### config.mk
export PLATFORM = sky130hd
export DESIGN_NAME = pipe_hazard_ctrl
export DESIGN_NICKNAME = d
export VERILOG_FILES = /design/src/rtl/pipe_hazard_ctrl.sv
export SDC_FILE = /design/constraint.sdc
export NUM_CORES = 1
export LEC_CHECK = 0
export CORE_MARGIN = 3
export CORE_UTILIZATION = 43
export DETAILED_ROUTE_END_ITERATION = 7
export PLACE_DENSITY = 0.77
export RECOVER_POWER = 100
export SLEW_MARGIN = 10
export SYNTH_ARGS = -nofsm -noshare
export SYNTH_HDL_FRONTEND = slang
export SYNTH_SLANG_ARGS = --single-unit
### constraint.sdc
create_clock -name clk -period 2.11 [get_ports clk]
set_input_delay 0.422 -clock clk [delete_from_list [all_inputs] [get_ports clk]]
set_output_delay 0.422 -clock clk [all_outputs]
set_load 0.03 [all_outputs]
### src/rtl/pipe_hazard_ctrl.sv
// Pipeline hazard controller: per-register enable/bubble generation for the
// in-order core, covering memory wait stalls, load-use interlock, branch
// redirect squash, stale-fetch discard, valid tracking and perf counters.
module pipe_hazard_ctrl #(
  parameter int unsigned NUM_STAGES = 5,
  parameter int unsigned EX_IDX     = 2,
  parameter int unsigned MEM_IDX    = 3,
  parameter int unsigned REG_AW     = 5,
  parameter int unsigned CNT_W      = 32,
  localparam int unsigned NR        = NUM_STAGES - 1
) (
  input  logic              clk,
  input  logic              rst_n,
  input  logic              imem_read,
  input  logic              imem_resp,
  input  logic              dmem_req,
  input  logic              dmem_resp,
  input  logic              branch_miss,
  input  logic [REG_AW-1:0] id_rs1,
  input  logic [REG_AW-1:0] id_rs2,
  input  logic              id_use_rs1,
  input  logic              id_use_rs2,
  input  logic [REG_AW-1:0] ex_rd,
  input  logic              ex_is_load,
  output logic              load_pc,
  output logic [NR-1:0]     reg_en,
  output logic [NR-1:0]     reg_bubble,
  output logic [NR-1:0]     stage_valid,
  output logic [CNT_W-1:0]  stall_cnt,
  output logic [CNT_W-1:0]  flush_cnt
);

  logic [NR-1:0]    stage_valid_q, stage_valid_d;
  logic             discard_q, discard_d;
  logic [CNT_W-1:0] stall_cnt_q, stall_cnt_d;
  logic [CNT_W-1:0] flush_cnt_q, flush_cnt_d;

  logic             i_wait, d_wait, lu, br;
  logic             load_pc_c;
  logic [NR-1:0]    reg_en_c, reg_bubble_c;
  logic [NR-1:0]    src_valid;

  // Hazard detection terms
  always_comb begin
    i_wait = imem_read & ~imem_resp;
    d_wait = stage_valid_q[EX_IDX] & dmem_req & ~dmem_resp;
    br     = branch_miss & stage_valid_q[EX_IDX-1];
    lu     = stage_valid_q[1] & ex_is_load & (ex_rd != '0) & stage_valid_q[0] &
             ((id_use_rs1 & (id_rs1 == ex_rd)) | (id_use_rs2 & (id_rs2 == ex_rd)));
  end

  // Prioritised enable/bubble selection: d_wait > branch > load-use > i_wait > run
  always_comb begin
    load_pc_c    = 1'b1;
    reg_en_c     = '1;
    reg_bubble_c = '0;
    discard_d    = discard_q;
    if (d_wait) begin
      load_pc_c = 1'b0;
      for (int unsigned i = 0; i < NR; i++) begin
        if (i < MEM_IDX) reg_en_c[i] = 1'b0;
      end
      reg_bubble_c[MEM_IDX] = 1'b1;
    end else if (br) begin
      for (int unsigned i = 0; i < NR; i++) begin
        if (i < EX_IDX) reg_bubble_c[i] = 1'b1;
      end
      if (i_wait) discard_d = 1'b1;
    end else if (lu) begin
      load_pc_c       = 1'b0;
      reg_en_c[0]     = 1'b0;
      reg_bubble_c[1] = 1'b1;
    end else if (i_wait) begin
      load_pc_c       = 1'b0;
      reg_bubble_c[0] = 1'b1;
    end else if (discard_q && imem_resp) begin
      // Stale fetch from before the redirect: drop it into IF/ID as a NOP
      reg_bubble_c[0] = 1'b1;
      discard_d       = 1'b0;
    end
  end

  // Valid propagation and saturating perf counters
  always_comb begin
    src_valid = {stage_valid_q[NR-2:0], 1'b1};
    for (int unsigned i = 0; i < NR; i++) begin
      stage_valid_d[i] = reg_en_c[i] ? (~reg_bubble_c[i] & src_valid[i]) : stage_valid_q[i];
    end
    stall_cnt_d = stall_cnt_q;
    if ((d_wait | lu | i_wait) && (stall_cnt_q != '1)) stall_cnt_d = stall_cnt_q + CNT_W'(1);
    flush_cnt_d = flush_cnt_q;
    if (!d_wait && br && (flush_cnt_q != '1)) flush_cnt_d = flush_cnt_q + CNT_W'(1);
  end

  // State registers
  always_ff @(posedge clk or negedge rst_n) begin
    if (!rst_n) begin
      stage_valid_q <= '0;
      discard_q     <= 1'b0;
      stall_cnt_q   <= '0;
      flush_cnt_q   <= '0;
    end else begin
      stage_valid_q <= stage_valid_d;
      discard_q     <= discard_d;
      stall_cnt_q   <= stall_cnt_d;
      flush_cnt_q   <= flush_cnt_d;
    end
  end

  // Control outputs are held inactive while reset is asserted
  always_comb begin
    load_pc    = rst_n & load_pc_c;
    reg_en     = rst_n ? reg_en_c : '0;
    reg_bubble = rst_n ? reg_bubble_c : '0;
  end

  assign stage_valid = stage_valid_q;
  assign stall_cnt   = stall_cnt_q;
  assign flush_cnt   = flush_cnt_q;

endmodule

Word level (Yosys, flattened, before mapping)
Cells that the tools add are included.
{"block": "op_classes", "n_addsub": 2, "mul": 0, "n_div": 0, "order_cmp": 0, "eq_ne": 7, "shift": 0, "mux": 22, "bitwise": 22, "reduce_logical": 8}
{"op": "$add 32x1->32 const B", "count": 2}
{"op": "$ne 32x32->1 const B", "count": 2}
{"op": "$mux 1", "count": 17}
{"op": "$and 1x1->1", "count": 13}
{"op": "$eq 5x5->1", "count": 2}
{"op": "$mux 4", "count": 2}
{"op": "$mux 2", "count": 3}
{"op": "$not 1->1", "count": 6}
{"op": "$reduce_and 5->1", "count": 1}
{"op": "$reduce_bool 5->1", "count": 1}
{"op": "$logic_and 1x1->1", "count": 4}
{"op": "$ne 2x1->1 const B", "count": 2}
{"op": "$or 1x1->1", "count": 3}
{"op": "$reduce_bool 3->1", "count": 1}
{"op": "$ne 2x2->1 const B", "count": 1}
{"op": "$logic_not 1->1", "count": 1}
{"block": "totals", "reg_bits": 69, "latchBits": 0, "ramBits": 0, "romBits": 0, "in_bits": 25, "n_memories": 0}

Depth between registers and ports, before layout
Gate-level depths: netlist of run 1.
{"block": "logic_depth", "word_depth": 9, "ltp_mapped": 9}

Worst setup path before layout of run 1
Ideal clock, no wire load.
{"block": "synth_timing", "kind": "input to output", "start": "input port ex_rd[1]", "end": "output port load_pc", "arrival_time_ns": 2.039, "required_ns": 1.688, "path_slack_ns": -0.351, "cell_stages": 6, "path_buffers": 1, "path_cell_list": "or4_1 o2111ai_1 a21o_1 clkbuf_1 nand2_1 a21oi_1"}
{"block": "synth_via", "elab_chain_cells": 8}
{"element": "start: declaration", "line_no": "23", "rtl": "input logic [REG_AW-1:0] ex_rd,"}
{"element": "$eq 5x5->1 or $reduce_bool 5->1 (tied branches)", "line_no": "49, 48"}
{"element": "$and 1x1->1, on equally long branches", "line_no": "49, 48"}
{"element": "$or 1x1->1 or $and 1x1->1 (tied branches)", "line_no": "49, 48"}
{"element": "$and 1x1->1 (*)", "line_no": "48", "rtl": "lu = stage_valid_q[1] & ex_is_load & (ex_rd != '0) & stage_valid_q[0] &"}
{"element": "$mux 1 (*)", "line_no": "69", "rtl": "end else if (lu) begin"}
{"element": "$mux 1 (*)", "line_no": "64", "rtl": "end else if (br) begin"}
{"element": "$mux 1 (*)", "line_no": "58", "rtl": "if (d_wait) begin"}
{"element": "$and 1x1->1 (*)", "line_no": "112", "rtl": "load_pc = rst_n & load_pc_c;"}
{"element": "end: declaration", "line_no": "25", "rtl": "output logic load_pc,"}
Every way passes the cells marked *; elsewhere a longest branch is shown, timed or not.

Final worst setup path of run 1
{"block": "layout_timing", "start": "input port ex_rd[2]", "end": "output port reg_bubble[0]"}
{"block": "layout_via", "elab_chain_cells": 8}
{"element": "$eq 5x5->1 or $reduce_bool 5->1 (tied branches)", "line_no": "49, 48"}
{"element": "$and 1x1->1, on equally long branches", "line_no": "49, 48"}
{"element": "$or 1x1->1 or $and 1x1->1 (tied branches)", "line_no": "49, 48"}
{"element": "$and 1x1->1 (*)", "line_no": "48"}
{"element": "$mux 1 (*)", "line_no": "69"}
{"element": "$mux 2 (*)", "line_no": "64"}
{"element": "$mux 2 (*)", "line_no": "58"}
{"element": "$mux 4 (*)", "line_no": "114", "rtl": "reg_bubble = rst_n ? reg_bubble_c : '0;"}
{"element": "end: declaration", "line_no": "27", "rtl": "output logic [NR-1:0] reg_bubble,"}
Marks and branches as above.

==> results.py, run 1 <==
metrics = {
    "finish": {
        "final_area_um2": 5690,
        "regArea_um2": 1760,
        "layout.nets": 545,
        "drive_above_1_share_pct": 36.3,
        "n_antenna_cell": 0,
        "num-fill-cells": 555,
        "multiInputGateArea_um2": 1990,
        "syn2layout_area_growth_pct": 65.0,
        "fin_util_pct": 73.2,
    },
    "grt": {
        "grt_max_degree": 39,
        "grt_use_total_pct": 21.9,
        "grt_pass1_wl_um": 15500,
        "antenna_found_initial": 0,
        "grt-ovfl-total": 0,
        "grt_pass1_vias": 3244,
    },
    "timing": {
        "slew_headroom_pct": 66.2,
        "fmax_ghz": 0.432,
        "grt_setup_unrepaired": "yes",
        "fin_crit_ns": 2.31,
        "period_share_pct": 110,
        "skew_ns": 0.00950,
        "setup-tns-final_ns": -0.596,
        "hold_viol": 0,
        "finalSetupViolCount": 4,
        "tightest_slew_ns": 0.505,
        "worst_slack_ns": -0.203,
        "drv_slew": 0,
    },
    "worst_setup_path": {
        "slowest_delay_ns": 0.54,
        "cp_num_buf_inv": 3,
        "reg2reg_slack_ns": 0,
        "critical-path-top-delay-family": "simple AND/OR/NAND/NOR gates",
        "endpoint_kind": "primary output",
        "worstPathCellList": "buf_6 > or4_4 > o2111ai_2 > a21o_1 > buf_6 > nand2_4 > a21oi_4 > buf_6",
        "crit_path_frequent_cell": "buf_6",
        "cp-start-kind": "primary input",
        "cp_slowest_cell": "or4_4",
        "worstPathRequired_ns": 1.69,
        "critPathMaxFanout": 3,
        "timing_worst_setup_path_type": "primary input to primary output",
        "critical_path_arrival_ns": 1.89,
    },
    "logic_synthesis": {
        "synthMuxAreaShare_pct": 0.327,
        "synthCells": 339,
        "synthAdderAreaFrac_pct": 0.726,
        "synth-seq-cells": 69,
        "yosys_warnings": 0,
        "synth_area_um2": 3450,
        "syn-num-nets": 366,
        "synth_top_family_by_area": "simple AND/OR/NAND/NOR gates",
        "synth.distinct_cells": 40,
        "synth_seq_area_share_pct": 50.1,
        "synth-compound-area-share_pct": 5.34,
        "yosys.area_share.simple_pct": 23.3,
        "synthXorXnorAreaFrac_pct": 17.5,
        "avgSynthCellArea_um2": 10.2,
    },
    "flow_run": {
        "drv_cap": 0,
    },
    "place": {
        "gp_congestion": 0.860,
        "placed_area_um2": 5130,
        "hpwl_um": 6920,
        "portBuffers": 100,
    },
    "floorplan": {
        "initial_utilization_pct": 44.4,
        "dieHeight_um": 95.5,
        "core_um2": 7770,
        "rows": 32,
        "dieArea_um2": 9130,
        "die-width_um": 95.5,
        "ios": 102,
    },
    "detailed_routing": {
        "drtPass1Iterations": 4,
        "antenna_left": 0,
        "viasPerCell": 5.28,
        "wirelength_um": 10200,
        "route.vias.total": 3301,
        "wire_per_inst_um": 16.4,
        "drc_errors": 0,
        "drtIter0Drc": 127,
    },
    "cts": {
        "cts.htree.levels": 3,
        "numCtsBuffers": 9,
        "clock_path_buffers": 2,
        "cts_tree": "built",
        "cts_num_sinks": 69,
        "cts_root_buf": "clkbuf_8",
        "clk_latency_ns": 0.34,
        "cts.clk_slew.worst_paths_ns": 0.08,
        "postCtsHoldBufs": 0,
    },
    "power_and_ir_drop": {
        "p_leak_uw": 0.00259,
        "powerDensity_nw_per_um2": 753,
        "irDropWorstVdd_v": 0.000741,
    },
    "hold_path": {
        "hp-class": "primary input to async pin",
    },
    "run_status": {
        "violations": "negative setup slack",
        "status": "finished with violations",
    },
}
metal layers:
layer / up-vias / track usage (%) / part of all wire (%)
met2: 104 / 38.4 / 52
li1: 1532 / - / -
met1: 1653 / 27.4 / 40
met4: 0 / 6.40 / 1.5
met5: - / 0 / 0
met3: 12 / 4.10 / 6.1
synthesized netlist by cell type:
master / count / area share (%)
a2111oi_0: 1 / 0.25
a21boi_0: 1 / 0.22
a21o_1: 1 / 0.22
a21oi_1: 8 / 1.2
a22o_1: 1 / 0.25
a31oi_1: 3 / 0.54
and2_1: 2 / 0.36
and3_1: 6 / 1.1
and3b_1: 1 / 0.25
and4_1: 4 / 1.0
buf_2: 3 / 0.44
buf_4: 3 / 0.65
clkbuf_1: 3 / 0.33
conb_1: 1 / 0.11
dfrtp_1: 69 / 50
ha_1: 2 / 0.73
inv_1: 11 / 1.2
mux2_2: 1 / 0.33
nand2_1: 31 / 3.4
nand2b_1: 1 / 0.18
nand3_1: 32 / 4.6
nand3_4: 1 / 0.51
nand4_1: 14 / 2.5
nand4_2: 1 / 0.36
nor2_1: 26 / 2.8
nor2_4: 1 / 0.33
nor2b_1: 3 / 0.54
nor3_1: 16 / 2.3
nor3_2: 1 / 0.29
nor4_1: 8 / 1.5
o2111ai_1: 1 / 0.25
o21ai_0: 4 / 0.58
o2bb2ai_2: 1 / 0.44
o41a_4: 1 / 0.62
o41ai_4: 1 / 0.80
or2_2: 2 / 0.36
or3_1: 2 / 0.36
or4_1: 2 / 0.44
xnor2_1: 31 / 7.9
xor2_1: 38 / 9.7
area by class of cell:
| type | count | share of cell area (%) |
|---|---|---|
| timing repair buffer | 176 | 27.7 |
| multi-input combinational | 251 | 35.1 |
| tap | 102 | 2.24 |
| sequential | 69 | 30.9 |
| inverter | 11 | 0.726 |
| clock inverter | 6 | 1.12 |
| clock buffer | 10 | 2.24 |
repair_timing:
item	CTS	global route
endpoints found under the hold margin	0	0
setup buffers	6	5
gates resized for setup	71	39
setup endpoints to repair	44	50
cloned	1	0
pin swaps	19	34
cell families (layout without fill, tap and decap cells):
logic type                 after synthesis  in the layout
AOI/OAI and AO/OA                       23             24
DFF                                     69             69
other                                    1              1
buffers and inverters                   20            203
xor gates and xnor gates                69             69
adders and majority gates                2              2
and+or+nand+nor                        154            154
muxes                                    1              1
stage by stage:
step	total power [uW]	hold WS (ns)	setup slack, ns	instances
6_report	4280	0.213	-0.203	625
5_1_grt	4510	0.214	-0.246	625
4_1_cts	4250	0.167	-0.206	621
3_5_place_dp	3130	0.472	-0.703	599
3_3_place_gp	3100	0.468	-0.575	599
2_1_floorplan	2410	0.126	-0.107	339
registers in the layout, summed over array words and instances (netlist names):
| signal | cells |
|---|---|
| discard_q | 1 |
| flush_cnt | 32 |
| stage_valid | 4 |
| stall_cnt | 32 |
placed cells by master, fill, tap and decap left out, drive strengths merged, types with 2 or more instances in the layout:
master / count
or4: 2
clkdlybuf4s50: 76
and4: 4
or2: 2
nor2b: 3
a21oi: 8
xor2: 38
nand3: 33
o21ai: 4
clkinvlp: 2
inv: 11
or3: 2
ha: 2
xnor2: 31
and2: 2
buf: 89
clkinv: 3
dfrtp: 69
dlymetal6s2s: 2
o2bb2ai: 2
nand2: 31
nand4: 15
clkdlybuf4s15: 2
nor2: 27
nor4: 8
nor3: 17
a31oi: 3
clkbuf: 17
and3: 6
worst paths after layout:
kind	from	to	cells after the start
worst max-delay path	ex_rd[2]	reg_bubble[0]	8
worst min-delay path	rst_n	stall_cnt[23]$_DFFE_PN0P_	2
worst max register to register	stall_cnt[15]$_DFFE_PN0P_	stall_cnt[1]$_DFFE_PN0P_	6
worst min register to register	flush_cnt[13]$_DFFE_PN0P_	flush_cnt[13]$_DFFE_PN0P_	1
max in group asynchronous	rst_n	flush_cnt[3]$_DFFE_PN0P_	2
min in group clk	flush_cnt[13]$_DFFE_PN0P_	flush_cnt[13]$_DFFE_PN0P_	1
power by group:
part | internal, uW | total [uW] | switching, uW
Clock | 544 | 1050 | 509
Combinational | 725 | 1590 | 865
Sequential | 1490 | 1640 | 151
(Power assumes the default switching activity.)
==> run 2, diff against run 1 <==
--- a/config.mk
+++ b/config.mk
@@ -7,6 +7,7 @@
 export LEC_CHECK = 0
 export CORE_MARGIN = 3
 export CORE_UTILIZATION = 43
+export CTS_CLUSTER_DIAMETER = 30
 export DETAILED_ROUTE_END_ITERATION = 7
 export PLACE_DENSITY = 0.77
 export RECOVER_POWER = 100
==> results of run 2 <==
The final DEF is identical to that of run 1; final timing and power are the same.
